<file path="config.mk">
export PLATFORM = sky130hd
export DESIGN_NAME = regfile_op_sequencer
export DESIGN_NICKNAME = d
export VERILOG_FILES = /design/src/rtl/regfile_op_sequencer.sv
export SDC_FILE = /design/constraint.sdc
export NUM_CORES = 1
export LEC_CHECK = 0
export ABC_AREA = 1
export CORE_UTILIZATION = 49
export DETAILED_ROUTE_END_ITERATION = 6
export GPL_TIMING_DRIVEN = 0
export PLACE_DENSITY = 0.91
export SLEW_MARGIN = 10
export SYNTH_ARGS = -nofsm -noshare
export SYNTH_HDL_FRONTEND = slang
export SYNTH_SLANG_ARGS = --single-unit
</file>
<file path="constraint.sdc">
create_clock -name clk -period 1.93 [get_ports clk]
set_input_delay 0.193 -clock clk [delete_from_list [all_inputs] [get_ports clk]]
set_output_delay 0.193 -clock clk [all_outputs]
set_load 0.02 [all_outputs]
</file>
<file path="src/rtl/regfile_op_sequencer.sv">
// regfile_op_sequencer: expands register-level commands into single-cycle register file write steps.
// Define REGSEQ_ABORT_EN to add cmd_abort, which cuts INC/DEC short and ends with an error pulse.
module regfile_op_sequencer #(
  parameter int CNT_W = 4,
  parameter logic [2:0] SCRATCH = 3'b011
) (
  input  logic             clk,
  input  logic             rst_n,
  input  logic             cmd_valid,
  output logic             cmd_ready,
  input  logic [2:0]       cmd_op,
  input  logic [2:0]       cmd_dst,
  input  logic [2:0]       cmd_src,
  input  logic [CNT_W-1:0] cmd_count,
  input  logic [7:0]       cmd_data,
`ifdef REGSEQ_ABORT_EN
  input  logic             cmd_abort,
`endif
  input  logic [7:0]       reg_out1,
  output logic [7:0]       reg_input,
  output logic [1:0]       fun_sel,
  output logic [3:0]       r_sel,
  output logic [3:0]       t_sel,
  output logic [2:0]       o1_sel,
  output logic [2:0]       o2_sel,
  output logic             busy,
  output logic             done,
  output logic             error
);
  typedef enum logic [2:0] {IDLE, EXEC, SWAP1, SWAP2, SWAP3, FIN} state_t;
  state_t           state;
  logic [2:0]       op_q, dst_q, src_q;
  logic [CNT_W-1:0] cnt_q;
  logic [7:0]       data_q, wen;
  logic             fwd, abort, incdec;
`ifdef REGSEQ_ABORT_EN
  assign abort = cmd_abort;
`else
  assign abort = 1'b0;
`endif
  assign incdec = op_q == 3'd3 || op_q == 3'd4;
  assign t_sel = wen[3:0];
  assign r_sel = wen[7:4];
  // Copy and swap steps pass the register file's Output1 straight back so the write sees the selected value.
  assign reg_input = fwd ? reg_out1 : data_q;
  function automatic logic [7:0] onehot(input logic [2:0] c);
    return 8'b1 << c;
  endfunction
  always_ff @(posedge clk or negedge rst_n) begin
    if (!rst_n) begin
      state     <= IDLE;
      cmd_ready <= 1'b1;
      busy      <= 1'b0;
      done      <= 1'b0;
      error     <= 1'b0;
      wen       <= '0;
      fun_sel   <= 2'b01;
      o1_sel    <= '0;
      o2_sel    <= '0;
      data_q    <= '0;
      fwd       <= 1'b0;
      op_q      <= '0;
      dst_q     <= '0;
      src_q     <= '0;
      cnt_q     <= '0;
    end else begin
      done    <= 1'b0;
      error   <= 1'b0;
      wen     <= '0;
      fun_sel <= 2'b01;
      fwd     <= 1'b0;
      case (state)
        IDLE: if (cmd_valid) begin
          op_q      <= cmd_op;
          dst_q     <= cmd_dst;
          src_q     <= cmd_src;
          data_q    <= cmd_data;
          o2_sel    <= cmd_src;
          cmd_ready <= 1'b0;
          case (cmd_op)
            3'd1, 3'd2: begin
              state   <= EXEC;
              busy    <= 1'b1;
              wen     <= onehot(cmd_dst);
              fun_sel <= cmd_op == 3'd1 ? 2'b00 : 2'b01;
            end
            3'd3, 3'd4: if (cmd_count == '0) begin
              state <= FIN;
              done  <= 1'b1;
            end else begin
              state   <= EXEC;
              busy    <= 1'b1;
              wen     <= onehot(cmd_dst);
              fun_sel <= cmd_op == 3'd3 ? 2'b11 : 2'b10;
              cnt_q   <= cmd_count - 1'b1;
            end
            3'd5: begin
              state  <= EXEC;
              busy   <= 1'b1;
              wen    <= onehot(cmd_dst);
              o1_sel <= cmd_src;
              fwd    <= 1'b1;
            end
            3'd6: if (cmd_src == SCRATCH || cmd_dst == SCRATCH || cmd_src == cmd_dst) begin
              state <= FIN;
              done  <= 1'b1;
              error <= cmd_src == SCRATCH || cmd_dst == SCRATCH;
            end else begin
              state  <= SWAP1;
              busy   <= 1'b1;
              wen    <= onehot(SCRATCH);
              o1_sel <= cmd_dst;
              fwd    <= 1'b1;
            end
            default: begin
              state <= FIN;
              done  <= 1'b1;
              error <= cmd_op == 3'd7;
            end
          endcase
        end
        EXEC: if (incdec && !abort && cnt_q != '0) begin
          cnt_q   <= cnt_q - 1'b1;
          wen     <= onehot(dst_q);
          fun_sel <= fun_sel;
        end else begin
          state <= FIN;
          busy  <= 1'b0;
          done  <= !(incdec && abort);
          error <= incdec && abort;
        end
        SWAP1: begin
          state  <= SWAP2;
          wen    <= onehot(dst_q);
          o1_sel <= src_q;
          fwd    <= 1'b1;
        end
        SWAP2: begin
          state  <= SWAP3;
          wen    <= onehot(src_q);
          o1_sel <= SCRATCH;
          fwd    <= 1'b1;
        end
        SWAP3: begin
          state <= FIN;
          busy  <= 1'b0;
          done  <= 1'b1;
        end
        FIN: begin
          state     <= IDLE;
          cmd_ready <= 1'b1;
        end
        default: state <= IDLE;
      endcase
    end
  end
endmodule
</file>
==> qor.csv, run 1 <==
metric;value;unit
DR vias/cell;5.236;
row count;25;
syn_nets;360;
clock sinks;42;
vias in the first global route;2143;
Post-route DRC;0;
layout cell share with drive strength beyond 1;0.1215;
Crit Path Class;flip-flop to output port;
Hold Violations, Final;0;
commonest non-fill, non-tap cell in the layout;nand2_1;
initial antenna violation count;0;
first-pass GRT wire length;9577;um
CP startpoint kind;flip-flop;
Clock Path Buffers;2;
Nets;427;
maximum VDD drop;0.5929;mV
Slew Limit Fails;0;
H-tree depth;2;
most frequent cells in the layout;97 x nand2_1, 49 x clkdlybuf4s50_1, 42 x inv_1;
Hold WC Path Type;primary input to flip-flop;
Die ar.;0.005224;mm^2
register share of total power;0.334;
NetSw;1.934;mW
P&R area growth vs syn;32.94;%
# diodes;0;
Ports;60;
Clock Power Share;0.155;
wire length per cell;12.61;um
post-route clock skew;6.057;ps
largest net degree at the start of global routing;23;
Yosys cell types;36;
antenna viol nets, final;0;
data arrival time of the critical path;1500;ps
status;finished clean;
Rel. slew slack;0.6785;
synth top area cells;dfrtp_1 41%, nand2_1 15%, inv_1 6.5%, o21ai_0 6.4%, nand3_1 4.6%;
RR Startpoint;state[1];
number of synthesized register bits;42;
switching share of total power;0.4406;
Worst Tran Pin Value;482.3;ps
placed inst area;0.003107;mm^2
final number of setup-violating endpoints;0;
Initial DRC Count;219;
crit path max fanout;10;
Power Total;4.389;mW
via count;2419;
Tot GR Track Use;0.2389;
post-layout util;0.6811;
Initial Util;0.5123;
IO Port Bufs;58;
die height;72.28;um
Root Buffer;clkbuf_8;
CP required;1740;ps
final non-filler cell area;0.003217;mm^2
Multi-input gate area;0.001149;mm^2
cts bufs inserted;5;
top-area cell type share of the netlist area;0.4137;
power per cell area;1364;mW/mm^2
count of warnings emitted by yosys;0;
fin crit period;1690;ps
combinational fraction of design power;0.511;
Yosys top cell by area;dfrtp_1;
fin crit share;0.8754;
GRT Residual Overflow;0;
Static Leak;1.565;nW
fillers;385;
post-synthesis sequential area ratio;0.4354;
DPL Wire Length;4547;um
Fmax;591.9;MHz
CTS tree;built;
Mapped Cells;327;
Final Wtd Congestion;0.8894;
unrepaired setup endpoints after global routing;false;
DIE WIDTH;72.28;um
Post-Syn Area;0.002420;mm^2
Pint;2.455;mW
Max Cap Viol;0;
worst setup path start;fwd;
Clock Latency Late Sink;300;ps
Hold Crit Start;cmd_dst[2];
Sequential Area;0.001054;mm^2
DRT Pass-1 Iters;5;
CP endpoint kind;output port;
Worst-path clk slew;80;ps
average cell area after synthesis;7.400;um^2
WHS;228.1;ps
Core Footprint;0.004723;mm^2
routed wire length;5827;um
==> per-layer routing <==
metal,GRT usage,share of wire,vias up
met5,0,0,-
met1,0.3025,0.42,1122
li1,-,-,1187
met4,0.1176,0.029,0
met2,0.3977,0.49,89
met3,0.03889,0.057,21
==> layout make-up <==
class / count / share of cell area
Buffer: 6 / 0.01206
Clock buffer: 7 / 0.02373
Clock inverter: 1 / 0.009335
Inverter: 48 / 0.05679
Multi-Input combinational cell: 231 / 0.3571
Sequential cell: 42 / 0.3275
Tap cell: 67 / 0.02606
Timing Repair Buffer: 60 / 0.1875
==> what timing repair did <==
action | 4_1_cts | 5_1_grt
gates resized for setup | 10 | 0
hold buffers | 1 | 0
hold endpoints to repair | 19 | 0
setup buffers | 0 | 0
setup endpoints to repair | 8 | 0
==> cell families (layout without fill, tap and decap cells) <==
logic type               Yosys count  in the layout  synth area share
XOR/XNOR                           2              2          0.007240
AND/OR/NAND/NOR                  177            177            0.3397
adder cells (fa/ha/maj)            1              1          0.005170
AO/OA/AOI/OAI                     51             51            0.1225
flip-flops                        42             42            0.4354
buffers and inverters             54            122           0.08997
==> power by group through the flow <==
stage / Combinational [mW] / Sequential, mW / Clock [mW]
2_1_floorplan: 1.37 / 1.57 / 0
3_3_place_gp: 2.21 / 1.46 / 0
3_5_place_dp: 2.30 / 1.48 / 0
4_1_cts: 2.24 / 1.46 / 0.687
5_1_grt: 2.47 / 1.50 / 0.728
6_report: 2.24 / 1.46 / 0.680
==> metrics by stage <==
stage,instances,setup WS (ps),setup TNS [ps]
floorplan,327,516.8,0
global placement,452,-292.6,-11610
detailed placement,453,103.0,0
CTS,462,237.0,0
global route,462,122.3,0
finish,462,240.5,0
==> worst paths after layout <==
path / slack [ps] / to / depth (start not counted)
max reg2reg: 320 / cnt_q[2] / 7
max: 240 / reg_input[3] / 4
min in group asynchronous: 380 / wen[1] / 2
max in group asynchronous: 1000 / fun_sel[0] / 3
min: 230 / dst_q[2] / 3
min reg2reg: 480 / busy / 2
==> synthesized netlist by cell type (all sizes together) <==
cell and n:
o22ai 2, clkbuf 2, xnor2 2, nand4 12, nand2 106, dfrtp 40, o21ai 41, nor2 28
dfstp 2, nor3 4, nand3 25, a22o 1, or2 1, and3 1, a22oi 1, buf 4
ha 1, o211ai 1, inv 48, a21oi 4, a211oi 1
==> sequential cells by signal, summed over array words and instances, names as in the netlist <==
register,count
data_q,8
dst_q,3
wen,8
busy,1
cmd_ready,1
error,1
src_q,3
fun_sel,2
done,1
o1_sel,3
fwd,1
state,3
op_q,3
cnt_q,4
==> worst max-delay path: stages (launching register included) <==
cell and delay [ps]:
dfrtp_1 470, clkbuf_4 250, nand2_1 70, o21ai_0 60, dlygate4sd2_1 360
Note: power is estimated with default switching activity, not from simulation.
==> run 2: changes to the inputs <==
--- a/config.mk
+++ b/config.mk
@@ -6,10 +6,12 @@
 export NUM_CORES = 1
 export LEC_CHECK = 0
 export ABC_AREA = 1
+export CORE_MARGIN = 10
 export CORE_UTILIZATION = 49
 export DETAILED_ROUTE_END_ITERATION = 6
 export GPL_TIMING_DRIVEN = 0
 export PLACE_DENSITY = 0.91
+export RECOVER_POWER = 25
 export SLEW_MARGIN = 10
 export SYNTH_ARGS = -nofsm -noshare
 export SYNTH_HDL_FRONTEND = slang
==> run 2 against run 1 <==
- non-clock buffer count unchanged
- die area up 56%
- cell count stayed put
- clock-buffer cell count shrank 1
- sequential share of layout area up 0.23 points
- combinational power is essentially flat
- critical path type unchanged
- largest power group unchanged
==> qor.csv, run 2 (synthesized netlist as in run 1, its figures left out) <==
metric;value;unit
status;finished clean;
fin crit period;1714;ps
power per cell area;1361;mW/mm^2
commonest non-fill, non-tap cell in the layout;nand2_1;
Initial DRC Count;173;
Power Total;4.347;mW
Crit Path Class;flip-flop to output port;
most frequent cells in the layout;97 x nand2_1, 49 x clkdlybuf4s50_1, 42 x inv_1;
Root Buffer;clkbuf_8;
H-tree depth;2;
Static Leak;1.554;nW
leading registers by flop count;data_q (8), wen (8), cnt_q (4);
Hold Violations, Final;0;
wire length per cell;14.49;um
Worst-path clk slew;80;ps
post-layout util;0.6718;
first-pass GRT wire length;11170;um
Clock Latency Late Sink;300;ps
DIE WIDTH;90.28;um
CTS tree;built;
initial antenna violation count;0;
switching share of total power;0.4592;
# diodes;0;
P&R area growth vs syn;32.01;%
Slew Limit Fails;0;
Nets;427;
Pint;2.351;mW
Clock Power Share;0.139;
Rel. slew slack;0.4191;
crit path max fanout;10;
routed wire length;6695;um
register share of total power;0.342;
Clock Path Buffers;2;
Initial Util;0.5089;
GRT Residual Overflow;0;
CP endpoint kind;output port;
vias in the first global route;2348;
IO Port Bufs;58;
Core Footprint;0.004755;mm^2
DPL Wire Length;5182;um
clock sinks;42;
antenna viol nets, final;0;
Fmax;583.6;MHz
post-route clock skew;4.093;ps
placed inst area;0.003099;mm^2
NetSw;1.996;mW
data arrival time of the critical path;1520;ps
unrepaired setup endpoints after global routing;false;
CP required;1740;ps
Max Cap Viol;0;
combinational fraction of design power;0.519;
Hold WC Path Type;primary input to flip-flop;
largest net degree at the start of global routing;29;
maximum VDD drop;0.5699;mV
DR vias/cell;5.297;
Tot GR Track Use;0.1639;
Final Wtd Congestion;0.9043;
Worst Tran Pin Value;871.3;ps
Die ar.;0.008150;mm^2
DRT Pass-1 Iters;6;
cts bufs inserted;5;
CP startpoint kind;flip-flop;
final number of setup-violating endpoints;0;
row count;25;
die height;90.28;um
final non-filler cell area;0.003194;mm^2
fin crit share;0.8879;
via count;2447;
Post-route DRC;0;
Ports;60;
layout cell share with drive strength beyond 1;0.1241;
run 2: cell types whose count changed in the layout (fill, tap and decap cells not counted), sizes merged:
cell      before  now
clkinv         0    1
bufinv         1    0
buf            6    5
clkinvlp       0    1
run 2: final cells by class:
class	count	area, um^2
Tap cell	67	83.83
Clock buffer	6	82.58
Multi-Input combinational cell	231	1149
Fill cell	422	1560
Timing Repair Buffer	60	594.3
Inverter	48	182.7
Clock inverter	2	12.51
Sequential cell	42	1054
Buffer	6	36.28
run 2: critical path, cell delays in order (launching register included):
cell	delay (ps)
dfrtp_1	460
clkbuf_2	250
nand2_1	70
o21ai_0	80
dlygate4sd2_1	370
run 2: what timing repair did:
| item | in CTS | in global routing |
|---|---|---|
| endpoints found under the setup margin | 8 | 0 |
| buffers inserted | 0 | 0 |
| hold buffers | 1 | 0 |
| hold endpoints to repair | 13 | 0 |
| gates resized for setup | 9 | 0 |
run 2: power groups by stage:
stage               Combinational (mW)  Sequential, mW  Clock, mW
floorplan                         1.37            1.57          0
global placement                  2.24            1.47          0
detailed placement                2.31            1.49          0
CTS                               2.26            1.48      0.610
global route                      2.50            1.53      0.651
finish                            2.25            1.49      0.606
run 2: worst paths after layout:
| check | from | to | slack, ps | depth (start not counted) |
|---|---|---|---|---|
| max | fwd | reg_input[1] | 220 | 4 |
| min | cmd_dst[2] | dst_q[2] | 240 | 3 |
| max reg2reg | state[1] | cnt_q[2] | 390 | 7 |
| min reg2reg | cnt_q[3] | cnt_q[3] | 480 | 2 |
| max in group asynchronous | rst_n | fun_sel[0] | 700 | 3 |
| min in group asynchronous | rst_n | wen[0] | 520 | 2 |
run 2: per-layer routing:
metal / vias up / track usage / share of wire
li1: 1185 / - / -
met1: 1136 / 0.1922 / 0.41
met2: 104 / 0.2845 / 0.50
met3: 22 / 0.03325 / 0.063
met4: 0 / 0.06631 / 0.026
met5: - / 0 / 0
run 2: stage by stage:
stage          hold slack [ps]  cells  setup slack (ps)  setup TNS [ps]
6_report                 238.8    462             216.4               0
3_3_place_gp             463.4    452            -339.2          -13480
2_1_floorplan           -102.6    327             516.8               0
3_5_place_dp             121.4    453             61.96               0
4_1_cts                  237.7    462             221.9               0
5_1_grt                  257.7    462             85.41               0
==> run 3: changes to the inputs <==
--- a/config.mk
+++ b/config.mk
@@ -5,7 +5,6 @@
 export SDC_FILE = /design/constraint.sdc
 export NUM_CORES = 1
 export LEC_CHECK = 0
-export ABC_AREA = 1
 export CORE_MARGIN = 10
 export CORE_UTILIZATION = 49
 export DETAILED_ROUTE_END_ITERATION = 6
==> run 3 against run 2 <==
- the run now ends with DRC left
- hold slack worse by 44 ps
- setup slack worse by 160 ps
- critical path depth down 2
- critical path type unchanged
- largest cell class unchanged
==> qor.csv, run 3 <==
metric;value;unit
Post-Syn Area;0.002407;mm^2
die height;90.09;um
Hold Violations, Final;0;
Worst Tran Pin Value;912.0;ps
largest family of logic cells by synthesized area;simple AND/OR/NAND/NOR gates;
Fmax;533.5;MHz
routed wire length;7004;um
IO Port Bufs;57;
count of warnings emitted by yosys;0;
asr flop ratio synth;1.000;
syn_nets;310;
CP startpoint kind;flip-flop;
WL met1;2674;um
Clock Latency Late Sink;300;ps
Post-route DRC;2;
XOR/XNOR Fraction of Synth Area;0.003638;
# diodes;0;
Initial DRC Count;210;
Clock Path Buffers;2;
Nets;389;
largest net degree at the start of global routing;38;
fin cells;424;
clock sinks;42;
P&R area growth vs syn;41.79;%
Rel. slew slack;0.3920;
DRT Pass-1 Iters;7;
Ports;60;
commonest non-fill, non-tap cell in the layout;nand2_1;
Place WS;-447.2;ps
power per cell area;1236;mW/mm^2
Post-synth EDFFs;0;
initial antenna violation count;0;
Hold WC Path Type;primary input to flip-flop;
combinational fraction of design power;0.486;
via count;2449;
Clock Power Share;0.167;
highest routed layer;met4;
leading registers by flop count;data_q (8), wen (8), cnt_q (4);
Tot GR Track Use;0.1599;
Slew Limit Fails;0;
NetSw;1.681;mW
cts bufs inserted;5;
top-count cell post-synth;nand2_1;
register share of total power;0.347;
H-tree depth;2;
Crit Path Class;flip-flop to output port;
average cell area after synthesis;8.691;um^2
metal2 WL;3435;um
final number of setup-violating endpoints;0;
Initial Util;0.5063;
wire length per cell;16.52;um
post-synthesis sequential area ratio;0.4376;
most frequent cells in the layout;62 x nand2_1, 48 x clkdlybuf4s50_1, 38 x dfrtp_1;
top-area cell type share of the netlist area;0.4158;
Synth Flop Type;dfrtp_1;
Max Cap Viol;0;
crit path max fanout;8;
synth top area cells;dfrtp_1 42%, nand2_1 9.7%, mux2_2 5.1%, o21ai_0 3.1%, nor2_1 3.0%;
CTS tree;built;
failing checks;DRC;
DP Cell Count;402;
Synth Area in Adders;0.005198;
CP endpoint kind;output port;
GRT Residual Overflow;0;
status;finished, violations left;
post-route clock skew;7.983;ps
Yosys cell types;52;
fin crit share;0.9711;
Core Footprint;0.004755;mm^2
Static Leak;1.571;nW
Compound-Gate Fraction of Synth Area;0.1804;
row count;25;
post-layout util;0.7179;
switching share of total power;0.3984;
first-pass GRT wire length;11020;um
layout cell share with drive strength beyond 1;0.1989;
data arrival time of the critical path;1680;ps
Die ar.;0.008116;mm^2
Pint;2.538;mW
CP required;1740;ps
DIE WIDTH;90.09;um
Worst-path clk slew;80;ps
number of synthesized register bits;42;
DR vias/cell;5.776;
setup ws final;55.73;ps
Root Buffer;clkbuf_8;
antenna viol nets, final;0;
synth cell count leaders;62 x nand2_1, 40 x dfrtp_1, 19 x nor2_1;
fin crit period;1874;ps
Final Wtd Congestion;0.9168;
Simple-Gate Fraction of Synth Area;0.2474;
wire length on met3;717;um
DPL Wire Length;4736;um
Yosys top cell by area;dfrtp_1;
vias in the first global route;2350;
maximum VDD drop;0.6847;mV
multiplexer area fraction after synthesis;0.08264;
Mapped Cells;277;
==> run 3: power groups by stage <==
stage	clock [mW]	sequential, mW	combinational, mW
global placement	0	1.41	1.79
finish	0.703	1.46	2.05
global route	0.746	1.51	2.23
floorplan	0	1.51	1.03
CTS	0.718	1.44	1.92
detailed placement	0	1.43	1.84
==> run 3: logic make-up (layout without fill, tap and decap cells) <==
family	count (synthesis)	in the layout
buffers and inverters	25	105
AND/OR/NAND/NOR	127	127
adder cells (fa/ha/maj)	1	1
XOR/XNOR	1	1
multiplexers	18	18
flip-flops	42	42
AO/OA/AOI/OAI	63	63
==> run 3: worst paths after layout <==
kind,start,to,slack (ps),cells after the start
max reg2reg,state[1],cnt_q[3],70,8
min,cmd_src[2],src_q[2],200,3
min in group asynchronous,rst_n,error,290,2
min reg2reg,fun_sel[0],fun_sel[0],470,2
max,fwd,reg_input[3],60,2
max in group asynchronous,rst_n,fwd,410,3
==> run 3: critical path, cell delays in order, from the launching register on <==
cell and delay, ps:
dfrtp_2 480, mux2_2 360, clkdlybuf4s50_1 540
==> run 3: area by class of cell <==
cell class | instances | area [um^2]
Buffer | 16 | 88.84
Sequential cell | 42 | 1056
Timing Repair Buffer | 73 | 693.2
Clock buffer | 5 | 68.82
Multi-Input combinational cell | 210 | 1341
Clock inverter | 3 | 45.04
Tap cell | 67 | 83.83
Inverter | 8 | 36.28
Fill cell | 348 | 1341
==> run 3: per-layer routing <==
metal	up-vias	GRT usage
li1	1134	-
met1	1150	0.1714
met4	0	0.06631
met5	-	0
met3	21	0.06567
met2	144	0.2724
==> run 3: stage by stage <==
step	power, mW	area [um^2]	TNS [ps]	hold slack [ps]
finish	4.218	3413	0	195.3
global route	4.482	3413	-37.81	229.2
CTS	4.080	3284	0	178.0
detailed placement	3.268	3077	-4478	35.28
global placement	3.197	3062	-18580	455.1
floorplan	2.535	2407	0	-102.6
==> run 3: what timing repair did <==
action	in CTS	in global routing
setup buffers	4	10
hold endpoints to repair	41	0
setup endpoints to repair	28	26
pin swaps	1	5
gates resized for setup	18	27
hold buffers	1	0
